$ cat config.mk
export PLATFORM = sky130hd
export DESIGN_NAME = tree_adder_flat
export DESIGN_NICKNAME = d
export VERILOG_FILES = /design/src/rtl/tree_adder_pkg.sv /design/src/rtl/tree_adder_if.sv /design/src/rtl/tree_adder_level.sv /design/src/rtl/tree_adder.sv /design/src/flat_wrapper.sv
export SDC_FILE = /design/constraint.sdc
export NUM_CORES = 1
export LEC_CHECK = 0
export CAP_MARGIN = 20
export CORE_UTILIZATION = 55
export CTS_CLUSTER_SIZE = 14
export DETAILED_ROUTE_END_ITERATION = 12
export PLACE_DENSITY = 0.86
export SYNTH_ARGS = -nofsm -noshare
export SYNTH_HDL_FRONTEND = slang
export SYNTH_SLANG_ARGS = --single-unit
$ cat constraint.sdc
create_clock -name clk -period 4.1 [get_ports clk]
set_clock_uncertainty 0.2 [all_clocks]
set_input_delay 1.23 -clock clk [delete_from_list [all_inputs] [get_ports clk]]
set_output_delay 1.23 -clock clk [all_outputs]
set_load 0.05 [all_outputs]
$ cat src/rtl/tree_adder_pkg.sv
// rtl/tree_adder_pkg.sv - constant helpers for sizing the reduction tree
package tree_adder_pkg;

  // Ceiling log2; a single operand needs no adder levels, so n<=1 gives 0
  function automatic int clog2_f(input int n);
    int r;
    int v;
    r = 0;
    v = 1;
    while (v < n) begin
      v = v * 2;
      r++;
    end
    return r;
  endfunction

  // Operand count entering level lvl (level 0 sees the raw lanes)
  function automatic int lanes_at(input int size, input int lvl);
    int n;
    n = size;
    for (int k = 0; k < lvl; k++) n = (n + 1) / 2;
    return n;
  endfunction

  // Lane offset of level lvl's operands inside the packed stage bus
  function automatic int lane_offset(input int size, input int lvl);
    int o;
    o = 0;
    for (int k = 0; k < lvl; k++) o += lanes_at(size, k);
    return o;
  endfunction

endpackage

$ cat src/rtl/tree_adder_if.sv
// rtl/tree_adder_if.sv - vector-in / sum-out bundle of the reduction adder
interface tree_adder_if #(
  parameter int WIDTH = 8,
  parameter int SIZE  = 4
);
  logic                    in_valid;
  logic [WIDTH*SIZE-1:0]   data_in;
  logic                    out_valid;
  logic [WIDTH-1:0]        data_out;

  modport master (output in_valid, output data_in, input out_valid, input data_out);
  modport slave  (input in_valid, input data_in, output out_valid, output data_out);
endinterface

$ cat src/rtl/tree_adder_level.sv
// rtl/tree_adder_level.sv - one registered pairwise-add level of the tree
module tree_adder_level
  import tree_adder_pkg::*;
#(
  parameter int WIDTH = 8,
  parameter int N_IN  = 2
) (
  input  logic                             clk,
  input  logic                             rst_n,
  input  logic                             i_valid,
  input  logic [N_IN*WIDTH-1:0]            i_data,
  output logic                             o_valid,
  output logic [((N_IN+1)/2)*WIDTH-1:0]    o_data
);
  localparam int N_OUT = (N_IN + 1) / 2;

  logic [N_OUT*WIDTH-1:0] w_next;
  logic [N_OUT*WIDTH-1:0] r_data;
  logic                   r_valid;

  // Adjacent pairs wrap-add at WIDTH bits; an odd trailing operand passes through
  for (genvar j = 0; j < N_OUT; j++) begin : g_pair
    if (2 * j + 1 < N_IN) begin : g_add
      assign w_next[j*WIDTH +: WIDTH] = i_data[2*j*WIDTH +: WIDTH] + i_data[(2*j+1)*WIDTH +: WIDTH];
    end else begin : g_pass
      assign w_next[j*WIDTH +: WIDTH] = i_data[2*j*WIDTH +: WIDTH];
    end
  end

  // Valid always advances; data only loads with a valid operand set, else holds
  always_ff @(posedge clk or negedge rst_n) begin
    if (!rst_n) begin
      r_valid <= 1'b0;
      r_data  <= '0;
    end else begin
      r_valid <= i_valid;
      if (i_valid) r_data <= w_next;
    end
  end

  assign o_valid = r_valid;
  assign o_data  = r_data;
endmodule

$ cat src/rtl/tree_adder.sv
// rtl/tree_adder.sv - pipelined binary adder tree summing SIZE lanes mod 2^WIDTH
module tree_adder
  import tree_adder_pkg::*;
#(
  parameter int WIDTH = 8,
  parameter int SIZE  = 4
) (
  input  logic        clk,
  input  logic        rst_n,
  tree_adder_if.slave bus
);
  // A single lane still gets one register stage so latency is never zero
  localparam int LEVELS = clog2_f(SIZE);
  localparam int STAGES = (LEVELS == 0) ? 1 : LEVELS;
  localparam int TOTAL  = lane_offset(SIZE, STAGES + 1);

  // All stages' operands packed back to back; every slice has one driver and one reader
  logic [TOTAL*WIDTH-1:0] w_bus;
  logic [STAGES:0]        w_valid;

  assign w_bus[SIZE*WIDTH-1:0] = bus.data_in;
  assign w_valid[0]            = bus.in_valid;

  for (genvar k = 0; k < STAGES; k++) begin : g_level
    localparam int NI = lanes_at(SIZE, k);
    localparam int NO = lanes_at(SIZE, k + 1);
    localparam int OI = lane_offset(SIZE, k);
    localparam int OO = lane_offset(SIZE, k + 1);

    tree_adder_level #(
      .WIDTH (WIDTH),
      .N_IN  (NI)
    ) u_level (
      .clk     (clk),
      .rst_n   (rst_n),
      .i_valid (w_valid[k]),
      .i_data  (w_bus[OI*WIDTH +: NI*WIDTH]),
      .o_valid (w_valid[k+1]),
      .o_data  (w_bus[OO*WIDTH +: NO*WIDTH])
    );
  end

  assign bus.out_valid = w_valid[STAGES];
  assign bus.data_out  = w_bus[lane_offset(SIZE, STAGES)*WIDTH +: WIDTH];
endmodule

$ cat src/flat_wrapper.sv
// flat-port wrapper written by rule: the top's interface ports become plain ports
module tree_adder_flat import tree_adder_pkg::*;
#(
  parameter int WIDTH = 8,
  parameter int SIZE  = 4
)
  (clk, rst_n, bus_in_valid, bus_data_in, bus_out_valid, bus_data_out);
  tree_adder_if #(.WIDTH(WIDTH), .SIZE(SIZE)) bus_i ();
  input  logic clk;
  input  logic rst_n;
  input wire logic [$bits(bus_i.in_valid)-1:0] bus_in_valid;
  input wire logic [$bits(bus_i.data_in)-1:0] bus_data_in;
  output wire logic [$bits(bus_i.out_valid)-1:0] bus_out_valid;
  output wire logic [$bits(bus_i.data_out)-1:0] bus_data_out;
  assign bus_i.in_valid = bus_in_valid;
  assign bus_i.data_in = bus_data_in;
  assign bus_out_valid = bus_i.out_valid;
  assign bus_data_out = bus_i.data_out;
  tree_adder #(.WIDTH(WIDTH), .SIZE(SIZE)) u_core (.clk(clk), .rst_n(rst_n), .bus(bus_i));
endmodule
==> flow_summary.json <==
{
  "run_status": "finished clean",
  "routed_wire_length_per_instance_um": 13.99,
  "power_density_normalized_to_cell_area_nw_per_um2": 433.3,
  "portbufs": 43,
  "grt_pass1_vias": 1815,
  "cts_root_buf": "clkbuf_4",
  "num_vias": 1798,
  "setup_violations": 0,
  "start_util_pct": 59.01,
  "slew_worst_pin_ns": 0.6301,
  "arrival_ns": 3.15,
  "synth_top_area_cell": "dfrtp_1",
  "total_negative_setup_slack_ns": 0,
  "boundaryPins": 44,
  "final.min_clock_period_ns": 3.074,
  "numClockSinks": 26,
  "final_hold_viol_count": 0,
  "cts_hold_buf": 0,
  "grt_start_max_net_pins": 27,
  "power_leakage_nw": 1.074,
  "holdCritPathClass": "reg2reg",
  "postCtsSetupRepairBufs": 0,
  "antennaDiodeCount": 0,
  "fin_util_pct": 74.25,
  "synth-compound-area-share_pct": 25.02,
  "cts_tree": "done",
  "antenna_found_initial": 0,
  "grt_pass1_wl_mm": 7.617,
  "synth_fa_ha_area_share_pct": 16.01,
  "placed_cells": 299,
  "crit_required_ns": 4.17,
  "hpwlAfterDp_mm": 3.293,
  "yosys.area_share.xor_xnor_pct": 2.607,
  "syn-instance-count": 215,
  "crit_buf_inv": 2,
  "finish.net_count": 317,
  "cts_resized": 0,
  "vdd_ir_drop_max_uv": 158.2,
  "totalPowerFinal_mw": 1.099,
  "dr.first_iter.drc_count": 99,
  "cpMaxStageDelayCell": "clkdlybuf4s50_1",
  "drt_drc_violations_left": 0,
  "drt-pass1-iter-count": 4,
  "synth_top_family_by_area": "compound AO/OA/AOI/OAI gates",
  "grtUsageTotal_pct": 24.03,
  "dieWidth_um": 62.54,
  "fin_crit_sh_pct": 74.97,
  "timing.critical_path.max_delay_family": "adder cells",
  "timing.max_cap.violations": 0,
  "chipHeight_um": 62.54,
  "htreeDepth": 1,
  "placement_rows": 21,
  "synth_cell_type_count": 36,
  "type_of_origin_of_the_critical_path": "primary input",
  "post_synth_instance_area_um2": 2016,
  "number_of_buffers_inserted_during_clock_tree_synthesis": 3,
  "clock_pin_slew_on_the_worst_setup_and_hold_paths_ns": 0.14,
  "max-clock-path-buffers": 2,
  "globalRoute.totalOverflow": 0,
  "syn_nets": 274,
  "synth_top_area_share_pct": 32.28,
  "final_wl_mm": 4.239,
  "synth.yosys.seq_area_share_pct": 32.28,
  "floorplan.core_area_um2": 3416,
  "timing.critical_path.fanout_max": 3,
  "post_synth_and_or_nand_nor_area_fraction_pct": 13.66,
  "clock_latency_late_sink_ns": 0.33,
  "antenna_left": 0,
  "ys_warn_count": 0,
  "route.detailed.vias_per_inst": 5.934,
  "fin_cells": 303,
  "area_growth_pct": 25.82,
  "globalplace.congestion": 0.8514,
  "max_freq_mhz": 325.3,
  "timing.critical_path.slowest_cell_delay_ns": 0.46,
  "syn_area_per_cell_um2": 9.375,
  "worstSetupEndpointType": "flip-flop",
  "path_cells": "clkdlybuf4s50_1 > ha_1 > inv_1 > fa_1 > and2b_1 > o31ai_2 > a2111o_1 > nand4_1",
  "netlist_top_cells_area": "dfrtp_1, ha_1, inv_1",
  "synth-seq-cells": 26,
  "yosys-mux-area-fraction_pct": 3.849,
  "place_worst_setup_slack_ns": 0.6764,
  "layout-drive-gt1-share_pct": 5.837,
  "slew_violations": 0,
  "timing.max_slew.rel_slack_pct": 57.95,
  "layout_setup_ws_ns": 1.026,
  "path_class": "in2reg",
  "rsz0062_at_grt": "false",
  "full_die_area_um2": 3911
}
-- placed cells by master, fill, tap and decap left out, types with 6 or more instances in the layout --
| cell | netlist | layout |
|---|---|---|
| a211oi_1 | 12 | 12 |
| nand2_1 | 11 | 11 |
| o2bb2ai_1 | 6 | 6 |
| o21ai_0 | 7 | 7 |
| inv_1 | 26 | 26 |
| ha_1 | 21 | 21 |
| o211ai_1 | 8 | 8 |
| nor3_1 | 9 | 9 |
| o21a_1 | 6 | 6 |
| nor2_1 | 6 | 6 |
| dfrtp_1 | 26 | 26 |
| clkdlybuf4s50_1 | 0 | 43 |
| nor4_1 | 8 | 8 |
| mux2_2 | 6 | 6 |
-- worst register-to-register path, cell delays in order, from the launching register on --
cell and delay (ns):
dfrtp_1 0.39, ha_1 0.21, inv_1 0.07, fa_1 0.41, nor2b_2 0.15, o31ai_1 0.11
a2111o_1 0.44, o211ai_1 0.09
-- flip-flops by register name (all words and copies together), names as in the netlist --
register / flops
u_core.g_level.u_level.o_data: 24
u_core.g_level.u_level.o_valid: 2
-- cell usage after synthesis --
library cell / n
ha_1: 21
a211oi_1: 12
a22oi_1: 3
nand3b_1: 3
a21oi_1: 4
mux2i_1: 1
nor4_1: 8
nor2_1: 6
nand4_1: 5
o2bb2ai_1: 6
o21ai_0: 7
o21a_1: 6
o21bai_1: 3
nor3_1: 9
a21o_1: 3
inv_1: 26
and2b_1: 1
mux2_2: 6
o31ai_2: 1
buf_4: 1
fa_1: 3
buf_2: 4
o31ai_1: 5
nand2_1: 11
nand3_1: 5
nor2b_1: 2
a311oi_1: 2
dfrtp_1: 26
a41oi_1: 3
a2111o_1: 3
clkbuf_1: 2
o211ai_1: 8
a31oi_1: 1
nor2b_2: 2
xnor2_1: 3
xor2_1: 3
-- cell families after synthesis --
logic type | after synthesis
fa+ha+maj | 24
buf+inv | 33
compound gates | 67
mux | 7
xor+xnor | 6
simple gates | 52
flops | 26
-- final timing paths --
check	startpoint	cells after the start	endpoint	slack [ns]
max	bus_data_in[0]	8	u_core.g_level[0].u_level.o_data[6]	1.03
min	u_core.g_level[1].u_level.o_data[1]	2	u_core.g_level[1].u_level.o_data[1]	0.30
max reg2reg	u_core.g_level[0].u_level.o_data[0]	7	u_core.g_level[1].u_level.o_data[6]	1.96
min reg2reg	u_core.g_level[1].u_level.o_data[1]	2	u_core.g_level[1].u_level.o_data[1]	0.30
max in group asynchronous	rst_n	2	u_core.g_level[0].u_level.o_data[2]	2.41
min in group asynchronous	rst_n	2	u_core.g_level[1].u_level.o_data[3]	1.05
-- area by class of cell --
cell class	instances	area (um2)
clock buffer	3	22.52
clock inverter	1	30.03
fill	257	879.6
inverter	26	97.59
multi-input combinational	156	1232
sequential	26	650.6
tap	46	57.56
timing repair buffer	45	445.4
-- metrics by stage --
step / hold slack (ns) / area, um2
2_1_floorplan: 0.1928 / 2016
3_3_place_gp: 0.2656 / 2484
3_5_place_dp: 0.2747 / 2484
4_1_cts: 0.3088 / 2536
5_1_grt: 0.3318 / 2536
6_report: 0.3022 / 2536
-- where the power goes --
part / switching (mW) / total [mW] / internal, mW
logic: 0.327 / 0.561 / 0.233
clock network: 0.0791 / 0.178 / 0.0989
registers: 0.0392 / 0.360 / 0.321
total: 0.446 / 1.10 / 0.653
-- layer usage --
layer,global-route usage [%],part of all wire (%),up-vias
li1,-,-,894
met1,29.34,44,836
met2,42.12,50,61
met3,3.467,4.9,7
met4,9.884,1.1,0
met5,0,0,-
No activity file was read; power rests on OpenSTA's default activity.
